[config.mk]
export PLATFORM = sky130hd
export DESIGN_NAME = ucsbece154_mem_arbiter
export DESIGN_NICKNAME = d
export VERILOG_FILES = /design/src/rtl/ucsbece154_mem_arbiter.sv
export SDC_FILE = /design/constraint.sdc
export NUM_CORES = 1
export LEC_CHECK = 0
export CORE_MARGIN = 2
export CORE_UTILIZATION = 37
export CTS_CLUSTER_DIAMETER = 100
export DETAILED_ROUTE_END_ITERATION = 7
export GPL_ROUTABILITY_DRIVEN = 0
export PLACE_DENSITY = 0.87
export RECOVER_POWER = 100
export SYNTH_ARGS = -nofsm -noshare
export SYNTH_HDL_FRONTEND = slang
export SYNTH_SLANG_ARGS = --single-unit
export TNS_END_PERCENT = 50
[constraint.sdc]
create_clock -name clk -period 3.15 [get_ports clk]
set_clock_uncertainty 0.05 [all_clocks]
set_input_delay 0.4725 -clock clk [delete_from_list [all_inputs] [get_ports clk]]
set_output_delay 0.4725 -clock clk [all_outputs]
set_load 0.03 [all_outputs]
[src/rtl/ucsbece154_mem_arbiter.sv]
// Two-requester arbiter for the instruction-memory burst port: icache refills
// win by default, the prefetcher is forced through after MAX_WAIT lost rounds.
module ucsbece154_mem_arbiter #(
  parameter int BLOCK_WORDS = 4,
  parameter int MAX_WAIT    = 3
) (
  input  logic        clk,
  input  logic        reset,
  input  logic        i_req,
  input  logic [31:0] i_addr,
  output logic        i_grant,
  output logic        i_valid,
  output logic        i_done,
  input  logic        p_req,
  input  logic [31:0] p_addr,
  input  logic        p_flush,
  output logic        p_grant,
  output logic        p_valid,
  output logic        p_done,
  output logic [31:0] rd_data,
  output logic        mem_req,
  output logic [31:0] mem_addr,
  input  logic [31:0] mem_data,
  input  logic        mem_ready,
  output logic        busy
);

  localparam int CNT_W  = $clog2(BLOCK_WORDS);
  localparam int WAIT_W = $clog2(MAX_WAIT + 1);
  localparam logic [CNT_W-1:0]  LAST_WORD  = CNT_W'(BLOCK_WORDS - 1);
  localparam logic [WAIT_W-1:0] WAIT_LIMIT = WAIT_W'(MAX_WAIT);

  typedef enum logic [1:0] {
    IDLE,
    BURST_I,
    BURST_P,
    DRAIN
  } state_t;

  state_t            state;
  logic [CNT_W-1:0]  word_cnt;
  logic [WAIT_W-1:0] wait_cnt;

  logic p_live;
  logic prefer_p;
  logic last_word;

  // A prefetch request raised together with a flush is already stale.
  assign p_live    = p_req & ~p_flush;
  assign prefer_p  = p_live & (~i_req | (wait_cnt == WAIT_LIMIT));
  assign last_word = mem_ready & (word_cnt == LAST_WORD);

  // Word delivery is a same-cycle pass-through of the imem strobe.
  assign i_valid = (state == BURST_I) & mem_ready;
  assign i_done  = i_valid & (word_cnt == LAST_WORD);
  assign p_valid = (state == BURST_P) & mem_ready & ~p_flush;
  assign p_done  = p_valid & (word_cnt == LAST_WORD);
  assign rd_data = (i_valid | p_valid) ? mem_data : 32'h0;
  assign busy    = (state != IDLE);

  // NOTE: all state below is sequential, so it uses non-blocking assignments
  // only; mixing in blocking writes here would make results order-dependent.
  always_ff @(posedge clk or negedge reset) begin
    if (!reset) begin
      state    <= IDLE;
      word_cnt <= '0;
      wait_cnt <= '0;
      mem_addr <= 32'h0;
      mem_req  <= 1'b0;
      i_grant  <= 1'b0;
      p_grant  <= 1'b0;
    end else begin
      // NOTE: defaulting mem_req low every cycle makes it a one-cycle pulse
      // without any extra clear logic.
      mem_req <= 1'b0;

      // The imem always delivers a full block, so every non-idle strobe counts.
      if (state != IDLE && mem_ready) begin
        word_cnt <= word_cnt + 1'b1;
      end

      case (state)
        IDLE: begin
          if (!p_req) begin
            wait_cnt <= '0;
          end
          if (prefer_p) begin
            state    <= BURST_P;
            p_grant  <= 1'b1;
            mem_req  <= 1'b1;
            mem_addr <= p_addr;
            wait_cnt <= '0;
          end else if (i_req) begin
            state    <= BURST_I;
            i_grant  <= 1'b1;
            mem_req  <= 1'b1;
            mem_addr <= i_addr;
            if (p_req && wait_cnt != WAIT_LIMIT) begin
              wait_cnt <= wait_cnt + 1'b1;
            end
          end
        end

        BURST_I: begin
          if (last_word) begin
            state   <= IDLE;
            i_grant <= 1'b0;
          end
        end

        BURST_P: begin
          if (last_word) begin
            state   <= IDLE;
            p_grant <= 1'b0;
          end else if (p_flush) begin
            state   <= DRAIN;
            p_grant <= 1'b0;
          end
        end

        DRAIN: begin
          if (last_word) begin
            state <= IDLE;
          end
        end

        default: begin
          state <= IDLE;
        end
      endcase
    end
  end

endmodule

-- Word-level counts from Yosys, hierarchy flattened
Cells that the tools add are included.
- $add $sub $neg: 2
- equal/unequal tests: 13
- multiplexer cells: 24
- bitwise gates (word level): 12
- reduce and logical (&&, ||, !) cells: 12
- operators with widths (operator ; number):
    32-bit two-way mux ; 3
    2-bit two-way mux ; 9
    2-bit inequality test (second input constant) ; 5
    1-bit two-way mux ; 9
    1-bit AND ; 8
    2-bit equality test (second input constant) ; 4
    2-bit nonzero test ; 4
    3-bit inequality test (second input constant) ; 2
    2-bit case mux with 3 select lines ; 1
    3-bit AND reduction ; 2
    2-bit by 1-bit adder with 2-bit output (second input constant) ; 2
    1-bit case mux with 2 select lines ; 2
    4-bit AND reduction ; 1
    2-bit by 1-bit equality test with 1-bit output (second input constant) ; 1
    1-bit logical AND ; 2
    2-bit logical NOT ; 1
    2-bit by 1-bit inequality test with 1-bit output (second input constant) ; 1
    1-bit inverter ; 2
    1-bit OR ; 2
    2-bit AND reduction ; 1
    2-bit OR reduction ; 1
- bits in registers: 41
- input bits: 102
- output and inout port bits: 72
- logic and storage cells: 70

-- Logic depth before layout (Yosys ltp)
- word-level depth: 5
- mapped depth: 8
- mapped depth without buffers: 5

-- Least setup slack after synthesis
OpenSTA, ideal clock, no wires.
- path type: register to output
- from: register state[1]
- to: output port rd_data[10]
- arrival: 1423 ps
- required time: 2627 ps
- setup slack: 1204 ps
- cell stages (with the launch flop): 7
- cells stage by stage: dfrtp_1 -> buf_6 -> inv_1 -> nor3_1 -> o21a_1 -> clkbuf_1 -> and2_1
- word-level cells in the longest chain between the ends: 5
- elaborated cells on any way between the ends: 7
- classes of those cells: 2 x eq/ne; 1 x mux; 4 x bitwise
- ends and longest elaborated chain (what ; RTL line ; source):
    from (decl) ; 40 ; state_t state;
    from (signal assigned) ; 65 ; state <= IDLE;
    from (signal assigned) ; 88 ; state <= BURST_P;
    from (signal assigned) ; 94 ; state <= BURST_I;
    2-bit equality test ; 56 ; assign p_valid = (state == BURST_P) & mem_ready & ~p_flush;
    1-bit AND (2 in series) ; 56 ;
    1-bit OR * ; 58 ; assign rd_data = (i_valid | p_valid) ? mem_data : 32'h0;
    32-bit two-way mux * ; 58 ;
    to (decl) ; 20 ; output logic [31:0] rd_data,
Mark *: on every way between the ends. The rest lies on a longest branch, timed or not.

-- Worst setup path after layout
- from: input port p_flush
- to: output port rd_data[14]
- word-level cells in the longest chain between the ends: 4
- ends and longest elaborated chain (what ; RTL line ; source):
    from (decl) ; 16 ; input logic p_flush,
    1-bit inverter ; 56 ;
    1-bit AND ; 56 ;
    1-bit OR ; 58 ;
    32-bit two-way mux ; 58 ;
No other way between the ends.

==> results_dict.tcl <==
set metrics [dict create \
    run_status "finished, violations left" \
    netlist_area_um2 2290 \
    avgViaCountPerCell 4.74 \
    fin_nets 497 \
    finalCritPeriodShare 0.951 \
    crit_top_cell "clkdlybuf4s50_1" \
    dp_hpwl_mm 5.26 \
    relSlewSlack -0.428 \
    power_frac_seq 0.289 \
    power_density_nw_per_um2 779 \
    synth.distinct_cells 29 \
    crit_family "buffers and inverters" \
    rows 28 \
    max_freq_mhz 334 \
    cap_violations 1 \
    routed_wl_mm 6.47 \
    reg2reg_from "wait_cnt[0]" \
    yosysTopAreaCellShare 0.448 \
    grt-ovfl-total 0 \
    gr-usage-all-layers 0.192 \
    hold_viol_final 0 \
    post-synth-top-area-cell "dfrtp_1" \
    die_y_um 82.7 \
    arrival_ns 2.47 \
    start_kind "input port" \
    hold_start "mem_addr[4]" \
    cts_hold_buffers 0 \
    grt_max_degree 45 \
    postCtsSetupBuffers 0 \
    worstMarginPinSlew_ns 2.14 \
    r2r_slack_ns 0.85 \
    sw_frac_of_total 0.454 \
    drt.antenna.violating_nets 0 \
    layout-drive-gt1-share 0.0534 \
    r2r_end "mem_addr[6]" \
    path_cells "clkdlybuf4s50_1, nor3_1, o21a_1, buf_4, and2_1, clkdlybuf4s50_1" \
    final_common_cell "clkdlybuf4s50_1" \
    p_int_mw 1.70 \
    cts_resized 0 \
    synth_nets 330 \
    antennaDiodeCount 0 \
    fin_worst_hold_slack_ns 0.425 \
    finalSetupViolCount 0 \
    core_um2 5960 \
    cts.sinks 41 \
    cts_tree "yes" \
    synth_area_leaders "dfrtp_1, mux2i_1, and2_1" \
    worst_path_max_delay_cell "clkdlybuf4s50_1" \
    report.final.slew_viol_count 42 \
    power_frac_clock 0.110 \
    rsz0062_at_grt "false" \
    crit_path_max_fanout 26 \
    p_switching_mw 1.41 \
    peakVddDrop_v 0.000418 \
    min_to "mem_addr[4]" \
    drt_pass1_iterations 4 \
    hp-class "register to register" \
    clk_path_buf_depth 2 \
    slowest_delay_ns 0.69 \
    antenna_found_initial 0 \
    wl_per_cell_um 13.8 \
    drt-initial-drc-count 49 \
    io_buffer_count 173 \
    ys_seq_elements 41 \
    numCtsBuffers 5 \
    total_leakage_power_nw 1.90 \
    grt_pass1_vias 2165 \
    clk_pin_slew_worst_paths_ns 0.07 \
    cp_num_buf_inv 3 \
    initial_core_util 0.384 \
    cp.required_ns 2.63 \
    insertion_delay_ns 0.29 \
    p_comb_frac 0.601 \
    syn_inst 226 \
    tns_ns 0 \
    violations "max-capacitance violations, max-slew violations" \
    instances_no_fill 468 \
    htree_num_levels 2 \
    syn_avg_cell_area_um2 10.1 \
    hold_depth 2 \
    endpoint_kind "primary output" \
    crit_type "input port to primary output" \
    io_pins 174 \
    grt_pass1_wl_mm 9.93 \
    drc_errors 0 \
    most-common-layout-cells "clkdlybuf4s50_1, dfrtp_1, dlygate4sd3_1" \
    cts_root_buf "clkbuf_8" \
    reg2reg_depth 5 \
    power_mw 3.12 \
    ys_seq_area_frac 0.448 \
    yosys_warnings 0 \
    num_vias 2217 \
    die_w_um 82.7 \
    dieArea_um2 6830 \
    post-route-min-period_ns 3.00 \
    dp.cells 461 \
    area_delta_synth_final_pct 74.8 \
]
## layer usage
metal / vias to the layer above / wire length, µm / share of wire / track usage
li1: 1107 / - / - / -
met2: 114 / 3320 / 0.51 / 0.369
met4: 0 / 116 / 0.018 / 0.0557
met3: 13 / 660 / 0.10 / 0.0576
met5: - / 0 / 0 / 0
met1: 983 / 2380 / 0.37 / 0.200
## metrics by stage
step	cell area, µm²	util	setup WS, ns
3_3_place_gp	4000	0.672	0.283
3_5_place_dp	4000	0.672	0.149
5_1_grt	4000	0.672	0.0192
2_1_floorplan	2290	-	1.20
4_1_cts	4090	0.687	0.147
6_report	4000	0.672	0.154
## state kept, by name, indices dropped and copies added, names as in the netlist
name / cells
wait_cnt: 2
p_grant: 1
word_cnt: 2
mem_req: 1
state: 2
i_grant: 1
mem_addr: 32
## cell usage after synthesis
master    count
a21oi_1       2
a22o_1        2
a31oi_1       2
a32o_1        1
and2_1       33
and2b_1       1
and3_1        2
buf_4         2
buf_6         8
clkbuf_1      5
clkbuf_4      1
dfrtp_1      41
ha_1          2
inv_1         3
mux2_2        1
mux2i_1      32
nand2_1      39
nand2_4       1
nand2b_1      1
nor2_1        2
nor3_1        3
o21a_1        1
o21ai_0       5
o21ai_1      14
o21ai_2      18
o21bai_4      1
o31ai_1       1
or2_1         1
xnor2_1       1
## worst reg2reg max path, cell delays in order, from the launching register on
cell,delay (ns)
dfrtp_1,0.41
ha_1,0.19
nand2b_1,0.22
nand2_2,0.81
mux2i_1,0.33
o21ai_0,0.11
## cell families (layout without fill, tap and decap cells)
logic type,count (synthesis),count (layout),synth area share
compound gates,47,47,0.147
xor+xnor,1,1,0.00383
fa+ha+maj,2,2,0.0109
buf+inv,19,186,0.0623
flops,41,41,0.448
mux,33,33,0.145
simple gates,83,83,0.183
## layout make-up
type                       count  area (µm²)
clock buffer                   6        82.6
clock inverter                 1        7.51
fill                         523        1950
inverter                       3        11.3
multi-input combinational    166        1040
sequential                    41        1030
tap                           75        93.8
timing repair buffer         176        1740
## power by group through the flow
stage	clock network, mW	registers, mW	logic (mW)
after floorplan	0	1.32	0.864
after CTS	0.359	0.914	2.10
after global routing	0.382	0.943	2.03
final	0.344	0.902	1.87
after detailed placement	0	0.923	2.09
after global placement	0	0.907	2.05
## worst max-delay path by stage
stage,end,startpoint,slack [ns],cells past startpoint
finish,rd_data[14],p_flush,0.15,6
global route,rd_data[30],state[1],0.02,6
CTS,rd_data[14],p_flush,0.15,6
detailed placement,rd_data[14],p_flush,0.15,6
global placement,rd_data[9],p_flush,0.28,6
floorplan,rd_data[10],state[1],1.20,6
(Power assumes the default switching activity.)
